[config.mk]
export PLATFORM = sky130hd
export DESIGN_NAME = fetch_stage_flat
export DESIGN_NICKNAME = d
export VERILOG_FILES = /design/src/rtl/fetch_stage_if.sv /design/src/rtl/fetch_stage.sv /design/src/flat_wrapper.sv
export SDC_FILE = /design/constraint.sdc
export NUM_CORES = 1
export LEC_CHECK = 0
export ABC_AREA = 1
export CORE_ASPECT_RATIO = 1.4
export CORE_MARGIN = 1
export CORE_UTILIZATION = 43
export CTS_CLUSTER_SIZE = 10
export DETAILED_ROUTE_END_ITERATION = 16
export GPL_ROUTABILITY_DRIVEN = 0
export PLACE_DENSITY = 0.76
export SYNTH_ARGS = -nofsm -noshare
export SYNTH_HDL_FRONTEND = slang
export SYNTH_SLANG_ARGS = --single-unit
export TNS_END_PERCENT = 1
[constraint.sdc]
create_clock -name clk -period 1.3 [get_ports clk]
set_input_delay 0.39 -clock clk [delete_from_list [all_inputs] [get_ports clk]]
set_output_delay 0.39 -clock clk [all_outputs]
set_load 0.01 [all_outputs]
[src/rtl/fetch_stage_if.sv]
// rtl/fetch_stage_if.sv - fetch stage instruction-memory, control and IF/ID bundle
interface fetch_stage_if #(
    parameter int WIDTH      = 32,
    parameter int ADDR_WIDTH = 8
);
    logic [ADDR_WIDTH-1:0] imem_addr;
    logic [WIDTH-1:0]      imem_rdata;
    logic                  stall;
    logic                  redirect_valid;
    logic [ADDR_WIDTH-1:0] redirect_pc;
    logic [WIDTH-1:0]      if_id_inst;
    logic [ADDR_WIDTH-1:0] if_id_pc;
    logic                  if_id_valid;
    logic                  halted;
    logic [31:0]           fetch_count;

    modport master (
        output imem_addr,
        input  imem_rdata,
        input  stall,
        input  redirect_valid,
        input  redirect_pc,
        output if_id_inst,
        output if_id_pc,
        output if_id_valid,
        output halted,
        output fetch_count
    );

    modport slave (
        input  imem_addr,
        output imem_rdata,
        output stall,
        output redirect_valid,
        output redirect_pc,
        input  if_id_inst,
        input  if_id_pc,
        input  if_id_valid,
        input  halted,
        input  fetch_count
    );
endinterface

[src/rtl/fetch_stage.sv]
// rtl/fetch_stage.sv - instruction fetch: PC, IF/ID register, stall/redirect/halt control
module fetch_stage #(
    parameter int                     WIDTH      = 32,
    parameter int                     ADDR_WIDTH = 8,
    parameter int unsigned            RESET_PC   = 0,
    parameter logic [WIDTH-1:0]       HALT_INST  = {WIDTH{1'b1}}
) (
    input  logic         clk,
    input  logic         rst,
    fetch_stage_if.master bus
);
    localparam logic [1:0] S_IDLE = 2'd0;
    localparam logic [1:0] S_RUN  = 2'd1;
    localparam logic [1:0] S_HALT = 2'd2;

    localparam logic [ADDR_WIDTH-1:0] PC_INIT = ADDR_WIDTH'(RESET_PC);

    logic [1:0]            state_q, state_d;
    logic [ADDR_WIDTH-1:0] pc_q, pc_d;
    logic [WIDTH-1:0]      inst_q, inst_d;
    logic [ADDR_WIDTH-1:0] ipc_q, ipc_d;
    logic                  valid_q, valid_d;
    logic [31:0]           count_q, count_d;
    logic                  halted_q, halted_d;

    always_comb begin
        state_d = state_q;
        pc_d    = pc_q;
        inst_d  = inst_q;
        ipc_d   = ipc_q;
        valid_d = valid_q;
        count_d = count_q;

        if (bus.redirect_valid) begin
            // Redirect squashes IF/ID but leaves its payload in place; consumers key on valid.
            pc_d    = bus.redirect_pc;
            valid_d = 1'b0;
            state_d = S_RUN;
        end else begin
            case (state_q)
                S_IDLE: state_d = S_RUN;
                S_RUN: begin
                    if (!bus.stall) begin
                        if (bus.imem_rdata == HALT_INST) begin
                            valid_d = 1'b0;
                            state_d = S_HALT;
                        end else begin
                            inst_d  = bus.imem_rdata;
                            ipc_d   = pc_q;
                            valid_d = 1'b1;
                            pc_d    = pc_q + ADDR_WIDTH'(1);
                            count_d = count_q + 32'd1;
                        end
                    end
                end
                S_HALT: begin
                    if (!bus.stall) begin
                        valid_d = 1'b0;
                    end
                end
                default: state_d = S_IDLE;
            endcase
        end

        halted_d = (state_d == S_HALT);
    end

    always_ff @(posedge clk or negedge rst) begin
        if (!rst) begin
            state_q  <= S_IDLE;
            pc_q     <= PC_INIT;
            inst_q   <= '0;
            ipc_q    <= '0;
            valid_q  <= 1'b0;
            count_q  <= 32'd0;
            halted_q <= 1'b0;
        end else begin
            state_q  <= state_d;
            pc_q     <= pc_d;
            inst_q   <= inst_d;
            ipc_q    <= ipc_d;
            valid_q  <= valid_d;
            count_q  <= count_d;
            halted_q <= halted_d;
        end
    end

    assign bus.imem_addr   = pc_q;
    assign bus.if_id_inst  = inst_q;
    assign bus.if_id_pc    = ipc_q;
    assign bus.if_id_valid = valid_q;
    assign bus.halted      = halted_q;
    assign bus.fetch_count = count_q;
endmodule
[src/flat_wrapper.sv]
// flat-port wrapper written by rule: the top's interface ports become plain ports
module fetch_stage_flat 
#(
    parameter int                     WIDTH      = 32,
    parameter int                     ADDR_WIDTH = 8,
    parameter int unsigned            RESET_PC   = 0,
    parameter logic [WIDTH-1:0]       HALT_INST  = {WIDTH{1'b1}}
)
  (clk, rst, bus_imem_addr, bus_imem_rdata, bus_stall, bus_redirect_valid, bus_redirect_pc, bus_if_id_inst, bus_if_id_pc, bus_if_id_valid, bus_halted, bus_fetch_count);
  fetch_stage_if #(.WIDTH(WIDTH), .ADDR_WIDTH(ADDR_WIDTH)) bus_i ();
  input  logic clk;
  input  logic rst;
  output wire logic [$bits(bus_i.imem_addr)-1:0] bus_imem_addr;
  input wire logic [$bits(bus_i.imem_rdata)-1:0] bus_imem_rdata;
  input wire logic [$bits(bus_i.stall)-1:0] bus_stall;
  input wire logic [$bits(bus_i.redirect_valid)-1:0] bus_redirect_valid;
  input wire logic [$bits(bus_i.redirect_pc)-1:0] bus_redirect_pc;
  output wire logic [$bits(bus_i.if_id_inst)-1:0] bus_if_id_inst;
  output wire logic [$bits(bus_i.if_id_pc)-1:0] bus_if_id_pc;
  output wire logic [$bits(bus_i.if_id_valid)-1:0] bus_if_id_valid;
  output wire logic [$bits(bus_i.halted)-1:0] bus_halted;
  output wire logic [$bits(bus_i.fetch_count)-1:0] bus_fetch_count;
  assign bus_imem_addr = bus_i.imem_addr;
  assign bus_i.imem_rdata = bus_imem_rdata;
  assign bus_i.stall = bus_stall;
  assign bus_i.redirect_valid = bus_redirect_valid;
  assign bus_i.redirect_pc = bus_redirect_pc;
  assign bus_if_id_inst = bus_i.if_id_inst;
  assign bus_if_id_pc = bus_i.if_id_pc;
  assign bus_if_id_valid = bus_i.if_id_valid;
  assign bus_halted = bus_i.halted;
  assign bus_fetch_count = bus_i.fetch_count;
  fetch_stage #(.WIDTH(WIDTH), .ADDR_WIDTH(ADDR_WIDTH), .RESET_PC(RESET_PC), .HALT_INST(HALT_INST)) u_core (.clk(clk), .rst(rst), .bus(bus_i));
endmodule
==> results of run 1 <==
## worst max-delay path, delay by kind of cell, from the launching register on
kind	cells	cell delay (ns)
and+or+nand+nor	9	0.98
DFF	1	0.36
buffers and inverters	1	0.14
## final timing paths
| path | start | endpoint | slack, ns |
|---|---|---|---|
| min reg2reg | u_core.bus.if_id_valid | u_core.bus.if_id_valid | 0.47 |
| max | u_core.bus.fetch_count[13] | u_core.bus.fetch_count[17] | -0.30 |
| max in group asynchronous | rst | u_core.bus.fetch_count[16] | 0.87 |
| max reg2reg | u_core.bus.fetch_count[13] | u_core.bus.fetch_count[17] | -0.30 |
| min | rst | u_core.bus.if_id_inst[1] | 0.02 |
| min in group clk | bus_imem_rdata[7] | u_core.bus.if_id_inst[7] | 0.25 |
## cell families (layout without fill, tap and decap cells)
| group | after synthesis | count (layout) | synth area share |
|---|---|---|---|
| XOR/XNOR | 19 | 19 | 0.03787 |
| flip-flops | 84 | 84 | 0.4784 |
| AND/OR/NAND/NOR | 469 | 469 | 0.4203 |
| buffers and inverters | 35 | 274 | 0.04015 |
| adder cells (fa/ha/maj) | 2 | 2 | 0.005694 |
| AO/OA/AOI/OAI | 15 | 15 | 0.01765 |
## routing by layer
metal | part of all wire | vias to the layer above | global-route usage
li1 | - | 2375 | -
met1 | 0.35 | 2401 | 0.3216
met2 | 0.52 | 275 | 0.5156
met3 | 0.073 | 86 | 0.03997
met4 | 0.060 | 0 | 0.1844
met5 | 0 | - | 0
## stage by stage
step | setup WS, ns | cell area [sq um] | TNS (ns)
after floorplan | -0.1071 | 4443 | -5.037
after global placement | -0.7848 | 6330 | -63.57
after detailed placement | -0.8604 | 6330 | -67.67
after CTS | -0.1334 | 6716 | -6.648
after global routing | -0.3907 | 6969 | -12.93
final | -0.3005 | 6969 | -6.704
## layout make-up
type	count	area [sq um]	share of cell area
Clock buffer	10	239.0	0.03429
Tap cell	135	168.9	0.02424
Timing Repair Buffer	240	1784	0.2560
Inverter	18	83.83	0.01203
Sequential cell	84	2110	0.3027
Clock inverter	6	87.58	0.01257
Multi-Input combinational cell	505	2496	0.3582
## power breakdown
part           total, uW  switching, uW  internal (uW)  leakage (uW)
combinational       1980           1040            939       0.00255
sequential          3110            207           2900       0.00108
clock               2810           1080           1740      0.000162
total               7900           2320           5580       0.00379
## Yosys cell counts, types with 2 or more instances
cell / count
inv_2: 2
xor2_1: 14
nand2_1: 368
nand3b_1: 15
buf_4: 6
nand2_2: 2
clkbuf_1: 3
buf_2: 6
buf_6: 2
nor2_1: 66
ha_1: 2
dfrtp_1: 84
inv_1: 16
o21ai_0: 13
nor2_2: 2
xnor2_1: 5
nand3_1: 16
## sequential cells by signal, indices dropped and copies added, names as in the netlist
signal,flops
u_core.bus.fetch_count,32
u_core.bus.if_id_inst,32
u_core.state_q,2
u_core.bus.imem_addr,8
u_core.bus.halted,1
u_core.bus.if_id_pc,8
u_core.bus.if_id_valid,1
## what timing repair did
action / in CTS / in global routing
gates resized for setup: 463 / 127
pin swaps: 24 / 32
endpoints found under the setup margin: 166 / 96
setup buffers: 28 / 8
cloned: 4 / 1
==> impl_metrics.toml, run 1 <==
[die]
die-area_sq_mm = 0.01063
io_pins = 126
core_sq_mm = 0.009899
fp.dieH_um = 121.6
rows = 43
die_w_um = 87.44
start_util = 0.4439

[synth]
syn-num-nets = 670
mappedNetlistArea_sq_mm = 0.004394
synth_top_area_share = 0.4784
synth.distinct_cells = 19
synth-edff-count = 0
syn-instance-count = 624
synth-seq-cells = 84
synth_seq_area_share = 0.4784
syn_avg_cell_area_sq_um = 7.042
yosysWarnings = 0
async_flop_share = 1.000
ys.flop_type = "dfrtp_1"
synth_area_leaders = "dfrtp_1 (48%), nand2_1 (31%), nor2_1 (5.6%)"
yosysTopAreaCell = "dfrtp_1"

[critical_path]
cp-end-kind = "flip-flop"
critPathKind = "reg -> reg"
cpPeakStageDelay_ns = 0.36
crit_path_top_delay_cell = "dfrtp_1"
path_common_cell = "nand2_1"
critPathMaxFanout = 3
arrival_ns = 1.83
worstRegToRegCells = 10
path_cells = "buf_4 -> nand2_1 -> nor2_2 -> nand2_1 -> nor2_1 -> nand2_1 -> nand2_1 -> nand2_1 -> nand2_1 -> nand2_1"
crit_required_ns = 1.53
startpoint_type = "flip-flop"

[global_routing]
grt_antenna_before_repair = 0
grt_pass1_vias = 5048
gr-usage-all-layers = 0.2906
grt_first_pass_wirelength_um = 23490
grt_max_degree = 54
overflow = 0

[route]
dr.first_iter.drc_count = 352
ant_nets = 0
vias = 5137
vias_per_cell = 5.147
drt_pass1_iterations = 5
wire_per_inst_um = 16.34
drc = 0
wl_um = 16300

[timing]
fmax_mhz = 624.8
rsz0062_at_grt = "true"
setup_violations = 84
slew-limit-headroom = 0.7121
tightest_slew_ns = 0.4318
min_period_over_period = 1.231
setup_ws_ns = -0.3005
min_period_ns = 1.601
hold_viol = 0
hold_ws_ns = 0.02393
maxSlewViolCount = 0
clock_skew_ns = 0.007520

[finish]
post-route-util = 0.7040
area_growth_pct = 58.60
final_cell_mix = "nand2_1 (324), buf_4 (97), buf_2 (88)"
nets = 904
n_fill_cell = 807
stdcell_count = 998
final_common_cell = "nand2_1"
layout-drive-gt1-share = 0.4079
antenna_cells = 0

[clock_tree]
path_clk_slew_ns = 0.06
cts.htree.levels = 3
insertion_delay_ns = 0.34
hold_buffers = 0
cts_made_buffers = 9
cts.sinks = 84
clockBufferDepth = 2
cts_root_buf = "clkbuf_16"
cts_tree = "built"

[placement]
io_buffers = 125
dp.cells = 941
dp_hpwl_um = 9601

[power_and_ir_drop]
p_leak_uw = 0.003788
power.total_uw = 7898
ir_drop_uv = 773.8
pwr_density_cell_mw_per_mm2 = 1133

[run]
drv_cap = 0

[worst_hold_path]
timing.hold.worst.class = "in -> async"

[run_status]
status = "complete, but fails checks"
violations = "negative setup slack"
Power figures use the tool's default switching activity.
==> run 2, diff against run 1 <==
Settings changed: ABC_AREA 1 to not set, CORE_UTILIZATION 43 to 30, PLACE_DENSITY 0.76 to not set.
==> run 2 against run 1 <==
Effect of this change:
- the flow still finishes with violations (negative setup slack)
- maximum frequency is 12% lower
- clock skew decreased by 0.0021 ns
- critical path depth fell by 1
- sequential share of layout area increased by 3.8 points
- clock power rose by 10%
- largest power group unchanged
- highest routed layer unchanged
==> impl_metrics.toml, run 2 <==
[synth]
mappedNetlistArea_sq_mm = 0.003704
synthMuxAreaShare = 0.1318
syn_avg_cell_area_sq_um = 13.27
synth_area_leaders = "dfrtp_1 (57%), mux2_2 (13%), xnor2_1 (8.0%)"
synth-adder-area-share = 0.006757
synth_top_area_share = 0.5676
yosysWarnings = 0
synth_seq_area_share = 0.5676
synth-edff-count = 0
synth-seq-cells = 84
async_flop_share = 1.000
syn-instance-count = 279
ys.flop_type = "dfrtp_1"
synthSimpleGateAreaFrac = 0.1334
synth_compound_area_frac = 0.04797
synth_top_family_by_area = "simple AND/OR/NAND/NOR gates"
yosysMostFrequentCell = "dfrtp_1"
syn-num-nets = 325
yosysTopAreaCell = "dfrtp_1"
synth-xor-area-share = 0.09223
netlist_top_cells_count = "dfrtp_1 (84), mux2_2 (42), xnor2_1 (34)"
synth.distinct_cells = 35

[critical_path]
startpoint_type = "input pin"
worstReg2RegEnd = "u_core.bus.if_id_inst[25]"
critPathMaxFanout = 5
critPathKind = "in -> reg"
arrival_ns = 2.04
cp-end-kind = "flip-flop"
worstRegToRegCells = 7
rr_startpoint = "u_core.state_q[1]"
r2r_slack_ns = -0.50
crit_required_ns = 1.52

[global_routing]
grt_first_pass_wirelength_um = 16540
grt_pass1_vias = 3295
overflow = 0
gr-usage-all-layers = 0.1690
grt_antenna_before_repair = 0
grt_max_degree = 85

[timing]
min_period_ns = 1.822
maxSlewViolCount = 0
rsz0062_at_grt = "true"
hold_ws_ns = 0.08300
slew-limit-headroom = 0.7047
hold_viol = 0
fmax_mhz = 548.7
min_period_over_period = 1.402
clock_skew_ns = 0.005374
setup_violations = 107
tightest_slew_ns = 0.4421
setup_ws_ns = -0.5224

[route]
ant_nets = 0
dr.first_iter.drc_count = 112
drt_pass1_iterations = 4
wire_per_inst_um = 16.02
vias_per_cell = 4.757
vias = 3078
drc = 0
wl_um = 10360

[run_status]
violations = "negative setup slack"
status = "complete, but fails checks"

[placement]
io_buffers = 125
dp.cells = 616
dp_hpwl_um = 7017
pre_cts_ws_ns = -1.070

[finish]
stdcell_count = 647
post-route-util = 0.5170
layout-drive-gt1-share = 0.5020
nets = 541
final_cell_mix = "dfrtp_1 (84), clkbuf_2 (78), buf_4 (62)"
antenna_cells = 0
n_fill_cell = 1100
area_growth_pct = 66.66
final_common_cell = "dfrtp_1"

[die]
io_pins = 126
die_w_um = 95.91
rows = 47
start_util = 0.3102
fp.dieH_um = 133.5
die-area_sq_mm = 0.01280
core_sq_mm = 0.01194

[clock_tree]
clockBufferDepth = 2
hold_buffers = 0
path_clk_slew_ns = 0.06
cts_made_buffers = 9
cts.htree.levels = 3
cts_root_buf = "clkbuf_16"
cts_tree = "built"
insertion_delay_ns = 0.33
cts.sinks = 84

[power_and_ir_drop]
intPower_uw = 6036
p_sw_uw = 1996
power.total_uw = 8032
p_clk_frac = 0.385
p_leak_uw = 0.003077
pwr-share-seq = 0.390
pwr_density_cell_mw_per_mm2 = 1301
ir_drop_uv = 734.0
swShare = 0.2485
p_comb_frac = 0.225

[worst_hold_path]
timing.hold.worst.class = "in -> async"

[run]
drv_cap = 0
[run 2: cell type report]
type / instances / area (sq um) / share of cell area
Sequential cell: 84 / 2102 / 0.3406
Clock buffer: 13 / 280.3 / 0.04541
Clock inverter: 3 / 90.09 / 0.01460
Inverter: 1 / 3.754 / 0.0006081
Timing Repair Buffer: 216 / 1783 / 0.2889
Multi-Input combinational cell: 183 / 1729 / 0.2802
Tap cell: 147 / 183.9 / 0.02980
[run 2: repair_timing]
action / CTS / global route
gates resized for setup: 74 / 216
buffers inserted: 11 / 2
setup endpoints to repair: 166 / 166
gates cloned: 3 / 1
pin swaps: 20 / 7
[run 2: power by group through the flow]
stage | clock network, uW | registers, uW | logic (uW)
finish | 3100 | 3130 | 1810
global route | 3280 | 3160 | 1960
CTS | 3190 | 3120 | 1970
detailed placement | 0 | 3160 | 1940
global placement | 0 | 3150 | 1910
floorplan | 0 | 3340 | 464
[run 2: critical path: stages]
cell	delay, ns
clkdlybuf4s15_1	0.21
nand4_1	0.16
nor4_4	0.34
buf_6	0.16
a21oi_4	0.07
buf_12	0.13
buf_12	0.13
clkbuf_16	0.16
mux2_4	0.29
[run 2: per-layer routing]
layer  global-route usage  routed length [um]  share of wire  up-vias
li1                     -                   -              -     1440
met1               0.2018                4020           0.39     1542
met2               0.2925                5664           0.55       84
met3              0.03995                 514          0.050       12
met4              0.05804                 164          0.016        0
met5                    0                   0              0        -
[run 2: stage by stage]
stage / area [sq um] / setup TNS (ns)
final: 6172 / -35.89
after detailed placement: 5722 / -84.88
after CTS: 6300 / -63.54
after global routing: 6172 / -43.37
after floorplan: 3711 / -29.39
after global placement: 5722 / -83.72
[run 2: worst max-delay path by stage]
stage | endpoint | slack (ns) | depth (start not counted) | startpoint
floorplan | u_core.bus.imem_addr[1] | -0.49 | 6 | bus_imem_rdata[8]
finish | u_core.bus.if_id_inst[25] | -0.52 | 9 | bus_imem_rdata[22]
CTS | u_core.bus.fetch_count[24] | -0.49 | 7 | u_core.state_q[1]
detailed placement | u_core.bus.imem_addr[1] | -1.07 | 7 | bus_imem_rdata[1]
global placement | u_core.bus.imem_addr[1] | -1.07 | 7 | bus_imem_rdata[3]
global route | u_core.bus.if_id_inst[25] | -0.58 | 7 | u_core.state_q[1]
[run 2: kinds of logic (layout without fill, tap and decap cells)]
| logic type | after synthesis | in the layout |
|---|---|---|
| xor+xnor | 39 | 39 |
| simple gates | 78 | 78 |
| flops | 84 | 84 |
| fa+ha+maj | 2 | 2 |
| buf+inv | 12 | 233 |
| mux | 43 | 43 |
| compound gates | 21 | 21 |
